--- src/rtl/processador_v3.sv ---
// Single-accumulator sequencer: loadable program memory, tick divider,
// run/step/halt control, conditional jumps and sticky signed overflow.
module processador_v3 #(
  parameter int DATA_W   = 15,
  parameter int ADDR_W   = 4,
  parameter int TICK_DIV = 50_000_000
) (
  input  logic              CLK_50,
  input  logic              rst,
  input  logic [DATA_W-1:0] in_chave,
  input  logic              run,
  input  logic              step,
  input  logic              prog_we,
  input  logic [ADDR_W-1:0] prog_addr,
  input  logic [DATA_W+3:0] prog_data,
  output logic [DATA_W-1:0] acc_out,
  output logic [ADDR_W-1:0] pc_out,
  output logic              halted,
  output logic              ovf
);

  localparam int CW = (TICK_DIV > 1) ? $clog2(TICK_DIV) : 1;
  localparam logic [CW-1:0] CNT_MAX = CW'(TICK_DIV - 1);
  localparam int DEPTH = 1 << ADDR_W;

  localparam logic [3:0] OP_LDI  = 4'd1;
  localparam logic [3:0] OP_LDS  = 4'd2;
  localparam logic [3:0] OP_ADDI = 4'd3;
  localparam logic [3:0] OP_ADDS = 4'd4;
  localparam logic [3:0] OP_SUBI = 4'd5;
  localparam logic [3:0] OP_SUBS = 4'd6;
  localparam logic [3:0] OP_JMP  = 4'd7;
  localparam logic [3:0] OP_JZ   = 4'd8;
  localparam logic [3:0] OP_JN   = 4'd9;
  localparam logic [3:0] OP_HALT = 4'd10;

  logic [CW-1:0]     r_cnt;
  logic              r_s1;
  logic              r_s2;
  logic              r_sd;
  logic [DATA_W-1:0] r_acc;
  logic [ADDR_W-1:0] r_pc;
  logic              r_halted;
  logic              r_ovf;
  logic [DATA_W+3:0] r_mem [DEPTH];

  logic              w_tick;
  logic              w_rise;
  logic              w_ex;
  logic [DATA_W+3:0] w_instr;
  logic [3:0]        w_op;
  logic [DATA_W-1:0] w_imm;
  logic [DATA_W-1:0] w_b;
  logic              w_sub;
  logic [DATA_W:0]   w_ext_a;
  logic [DATA_W:0]   w_ext_b;
  logic [DATA_W:0]   w_sum;
  logic              w_v;
  logic [DATA_W-1:0] w_acc_n;
  logic [ADDR_W-1:0] w_pc_n;
  logic              w_halt_n;
  logic              w_ovf_n;

  assign w_tick = (r_cnt == CNT_MAX);

  always_ff @(posedge CLK_50 or posedge rst) begin
    if (rst) r_cnt <= '0;
    else if (w_tick) r_cnt <= '0;
    else r_cnt <= r_cnt + 1'b1;
  end

  always_ff @(posedge CLK_50 or posedge rst) begin
    if (rst) begin
      r_s1 <= 1'b0;
      r_s2 <= 1'b0;
      r_sd <= 1'b0;
    end else begin
      r_s1 <= step;
      r_s2 <= r_s1;
      r_sd <= r_s2;
    end
  end

  assign w_rise = r_s2 & ~r_sd;
  assign w_ex   = (run ? w_tick : w_rise) & ~r_halted;

  // Memory has no reset so the program survives rst.
  always_ff @(posedge CLK_50) begin
    if (prog_we && !run) r_mem[prog_addr] <= prog_data;
  end

  assign w_instr = r_mem[r_pc];
  assign w_op    = w_instr[DATA_W+3:DATA_W];
  assign w_imm   = w_instr[DATA_W-1:0];

  assign w_b     = w_op[0] ? w_imm : in_chave;
  assign w_sub   = (w_op == OP_SUBI) || (w_op == OP_SUBS);
  assign w_ext_a = {r_acc[DATA_W-1], r_acc};
  assign w_ext_b = {w_b[DATA_W-1], w_b};
  assign w_sum   = w_sub ? (w_ext_a - w_ext_b) : (w_ext_a + w_ext_b);
  // Top two bits differ exactly when the truncated sign is wrong.
  assign w_v     = w_sum[DATA_W] ^ w_sum[DATA_W-1];

  always_comb begin
    w_acc_n  = r_acc;
    w_pc_n   = r_pc + 1'b1;
    w_halt_n = r_halted;
    w_ovf_n  = r_ovf;
    case (w_op)
      OP_LDI: begin
        w_acc_n = w_imm;
        w_ovf_n = 1'b0;
      end
      OP_LDS: begin
        w_acc_n = in_chave;
        w_ovf_n = 1'b0;
      end
      OP_ADDI, OP_ADDS, OP_SUBI, OP_SUBS: begin
        w_acc_n = w_sum[DATA_W-1:0];
        w_ovf_n = r_ovf | w_v;
      end
      OP_JMP: w_pc_n = w_imm[ADDR_W-1:0];
      OP_JZ: if (r_acc == '0) w_pc_n = w_imm[ADDR_W-1:0];
      OP_JN: if (r_acc[DATA_W-1]) w_pc_n = w_imm[ADDR_W-1:0];
      OP_HALT: begin
        w_pc_n   = r_pc;
        w_halt_n = 1'b1;
      end
      default: ;
    endcase
  end

  always_ff @(posedge CLK_50 or posedge rst) begin
    if (rst) begin
      r_acc    <= '0;
      r_pc     <= '0;
      r_halted <= 1'b0;
      r_ovf    <= 1'b0;
    end else if (w_ex) begin
      r_acc    <= w_acc_n;
      r_pc     <= w_pc_n;
      r_halted <= w_halt_n;
      r_ovf    <= w_ovf_n;
    end
  end

  assign acc_out = r_acc;
  assign pc_out  = r_pc;
  assign halted  = r_halted;
  assign ovf     = r_ovf;

endmodule

--- config.mk ---
export PLATFORM = sky130hd
export DESIGN_NAME = processador_v3
export DESIGN_NICKNAME = d
export VERILOG_FILES = /design/src/rtl/processador_v3.sv
export SDC_FILE = /design/constraint.sdc
export NUM_CORES = 1
export LEC_CHECK = 0
export ABC_AREA = 1
export CAP_MARGIN = 15
export CORE_MARGIN = 2
export CORE_UTILIZATION = 61
export CTS_CLUSTER_SIZE = 12
export DETAILED_ROUTE_END_ITERATION = 10
export GPL_TIMING_DRIVEN = 0
export HOLD_SLACK_MARGIN = 0.02
export PLACE_DENSITY = 0.8
export SLEW_MARGIN = 5
export SYNTH_ARGS = -nofsm -noshare
export SYNTH_HDL_FRONTEND = slang
export SYNTH_SLANG_ARGS = --single-unit
--- constraint.sdc ---
create_clock -name CLK_50 -period 4.9 [get_ports CLK_50]
set_input_delay 0.98 -clock CLK_50 [delete_from_list [all_inputs] [get_ports CLK_50]]
set_output_delay 0.98 -clock CLK_50 [all_outputs]
set_load 0.02 [all_outputs]
==> flow_summary.json <==
{
  "cts.sinks": 354,
  "n_fill_cell": 1849,
  "r2r_slack_ps": 240,
  "avgSynthCellArea_um2": 9.946,
  "synth-seq-cells": 354,
  "clk_latency_ps": 550,
  "reg2reg_depth": 28,
  "yosysSeqAreaShare": 0.6198,
  "slew_violations": 0,
  "ys_async_sr_fraction": 0.1412,
  "slew_headroom": 0.3284,
  "grt_pass1_wl_um": 70740,
  "whs_ps": 362.5,
  "htreeDepth": 2,
  "hold_viol": 0,
  "grt_max_degree": 32,
  "endpoint": "ovf$_DFFE_PP0P_",
  "p_per_area_nw_per_um2": 732.0,
  "crit_buf_inv": 7,
  "syn-num-nets": 1746,
  "synth_top_flop_cell": "edfxtp_1",
  "crit_slowest_cell": "dfrtp_2",
  "leakagePower_nw": 7.957,
  "vias": 13092,
  "synthesis.area_um2": 16750,
  "cts_max_path_buffers": 3,
  "drc": 0,
  "clkSlewWorstSetupHoldPaths_ps": 60,
  "r2r-start": "pc_out[0]$_DFFE_PP0P_",
  "fin_skew_ps": 14.24,
  "criticalPathCategory": "flop to flop",
  "cts_root_buffer": "clkbuf_16",
  "hpwl_um": 30400,
  "tightest_slew_ps": 1007,
  "worstPathMaxFanout": 10,
  "status": "complete, no violations",
  "synth-edff-count": 304,
  "hold_path.class": "flop to flop",
  "max_freq_mhz": 214.7,
  "dieArea_um2": 28800,
  "setup_violations": 0,
  "core-area_um2": 26950,
  "routed_wl_um": 47700,
  "gr-usage-all-layers": 0.3320,
  "fin_area_um2": 19270,
  "cpPeakStageDelay_ps": 430,
  "rows": 60,
  "wl_per_cell_um": 22.12,
  "cts_tree": "done",
  "synth_top_area_frac": 0.5450,
  "arrival_ps": 5090,
  "dieHeight_um": 169.7,
  "synthTopCellsByArea": "edfxtp_1 (55%), nand2_1 (10%), dfrtp_1 (7.5%)",
  "synth_area_leader_cell": "edfxtp_1",
  "drive_gt1_frac": 0.1030,
  "cp_common_cell": "nand2_1",
  "worst_r2r_endpoint": "ovf$_DFFE_PP0P_",
  "crit_required_ps": 5330,
  "drt_iter0_drc": 1888,
  "area_growth_pct": 15.08,
  "synth-warning-count": 0,
  "startpoint_type": "flop",
  "period_share": 0.9505,
  "vdd_drop_max_uv": 389.0,
  "synthesis.instances": 1684,
  "vias_per_cell": 6.072,
  "port_buffers": 63,
  "final_nets": 1856,
  "cp.depth": 28,
  "initial_core_util": 0.6214,
  "dr.pass1.iters": 8,
  "cts_buffers": 38,
  "die_w_um": 169.7,
  "io_pins": 64,
  "antenna_found_initial": 0,
  "placed_area_um2": 18000,
  "antenna_left": 0,
  "grt_pass1_vias": 12503,
  "crit_path_start": "pc_out[0]$_DFFE_PP0P_",
  "ys_types": 58,
  "end_kind": "flop",
  "grt_overflow": 0,
  "cpLargestDelayFamily": "compound AO/OA/AOI/OAI gates",
  "final.min_clock_period_ps": 4658,
  "maxCapViolations": 0,
  "n_antenna_cell": 0,
  "gp_congestion": 0.9718
}
## layer usage
metal	wire length [um]	GRT usage	up-vias
met5	24	0	-
met4	2157	0.1364	2
met3	6078	0.07952	172
met2	22210	0.5391	942
met1	17230	0.4335	6103
li1	-	-	5873
## layout by cell type, fill, tap and decap left out, drive strengths merged, types with 2 or more instances in the layout
master,instances
nor3,11
nor4,7
clkbuf,63
inv,209
o21a,3
ha,18
bufinv,2
a211oi,3
nor2,130
o21ai,82
xnor2,9
nand3,178
clkdlybuf4s50,63
o31ai,3
edfxtp,304
clkinv,11
nand2,469
nor3b,2
a21oi,51
a22oi,2
dfrtp,50
a31oi,5
o221ai,6
buf,62
o211ai,17
nand3b,4
xor2,21
o22ai,14
nand4,7
## worst min path at each step
stage                     cells after the start  slack [ps]            from             end
after detailed placement                      0         340  r_s1$_DFF_PP0_  r_s2$_DFF_PP0_
after global routing                          0         370  r_s1$_DFF_PP0_  r_s2$_DFF_PP0_
final                                         0         360  r_s1$_DFF_PP0_  r_s2$_DFF_PP0_
after global placement                        0         350  r_s1$_DFF_PP0_  r_s2$_DFF_PP0_
after CTS                                     0         360  r_s1$_DFF_PP0_  r_s2$_DFF_PP0_
after floorplan                               0         330  r_s1$_DFF_PP0_  r_s2$_DFF_PP0_
## final cells by class
cell class	count	area [um2]	area share
Multi-Input combinational cell	1050	5306	0.2753
Sequential cell	354	10380	0.5386
Tap cell	341	426.7	0.02214
Clock buffer	46	1001	0.05193
Buffer	73	475.5	0.02467
Clock inverter	15	163.9	0.008504
Timing Repair Buffer	70	738.2	0.03830
Inverter	207	782.0	0.04057
## power breakdown
| group | total [mW] | switching, mW | internal [mW] |
|---|---|---|---|
| Clock | 2.73 | 1.17 | 1.56 |
| Combinational | 7.87 | 5.22 | 2.65 |
| Sequential | 3.50 | 0.109 | 3.40 |
| Total | 14.1 | 6.50 | 7.61 |
## metrics by stage
step	setup WS [ps]	std cells	util	power [mW]	TNS (ps)
2_1_floorplan	857.1	1684	-	8.766	0
3_3_place_gp	-188.7	2088	0.6607	10.77	-374.9
3_5_place_dp	-182.3	2093	0.6678	10.91	-427.2
4_1_cts	9.366	2154	0.7117	13.69	0
5_1_grt	-22.73	2156	0.7152	14.86	-37.85
6_report	242.4	2156	0.7152	14.11	0
## logic make-up after synthesis
| kind of cell | synth area share |
|---|---|
| flip-flops | 0.6198 |
| adder cells (fa/ha/maj) | 0.01464 |
| AND/OR/NAND/NOR | 0.2079 |
| XOR/XNOR | 0.01681 |
| AO/OA/AOI/OAI | 0.06798 |
| buffers and inverters | 0.07291 |
## synthesized netlist by cell type, types with 4 or more instances
| library cell | count |
|---|---|
| a21oi_1 | 50 |
| a31oi_1 | 5 |
| buf_1 | 10 |
| buf_2 | 31 |
| buf_4 | 9 |
| buf_6 | 9 |
| clkbuf_1 | 12 |
| dfrtp_1 | 50 |
| edfxtp_1 | 304 |
| ha_1 | 18 |
| inv_1 | 198 |
| inv_2 | 8 |
| nand2_1 | 459 |
| nand2_2 | 8 |
| nand3_1 | 171 |
| nand3_2 | 6 |
| nand3b_1 | 4 |
| nand4_1 | 6 |
| nor2_1 | 121 |
| nor2_2 | 8 |
| nor3_1 | 9 |
| nor4_1 | 5 |
| o211ai_1 | 14 |
| o21ai_0 | 64 |
| o21ai_1 | 17 |
| o221ai_1 | 6 |
| o22ai_1 | 14 |
| xnor2_1 | 9 |
| xor2_1 | 20 |
## timing repair
item	4_1_cts	5_1_grt
buffers inserted	0	2
gates resized for setup	9	26
endpoints found under the setup margin	5	7
pin swaps	0	5
hold buffers	0	0
endpoints found under the hold margin	0	0
## flip-flops by register name, summed over array words and instances (netlist names)
signal   count
r_mem      304
r_cnt       26
acc_out     15
pc_out       4
halted       1
ovf          1
r_s1         1
r_s2         1
r_sd         1
No activity file was read; power rests on OpenSTA's default activity.
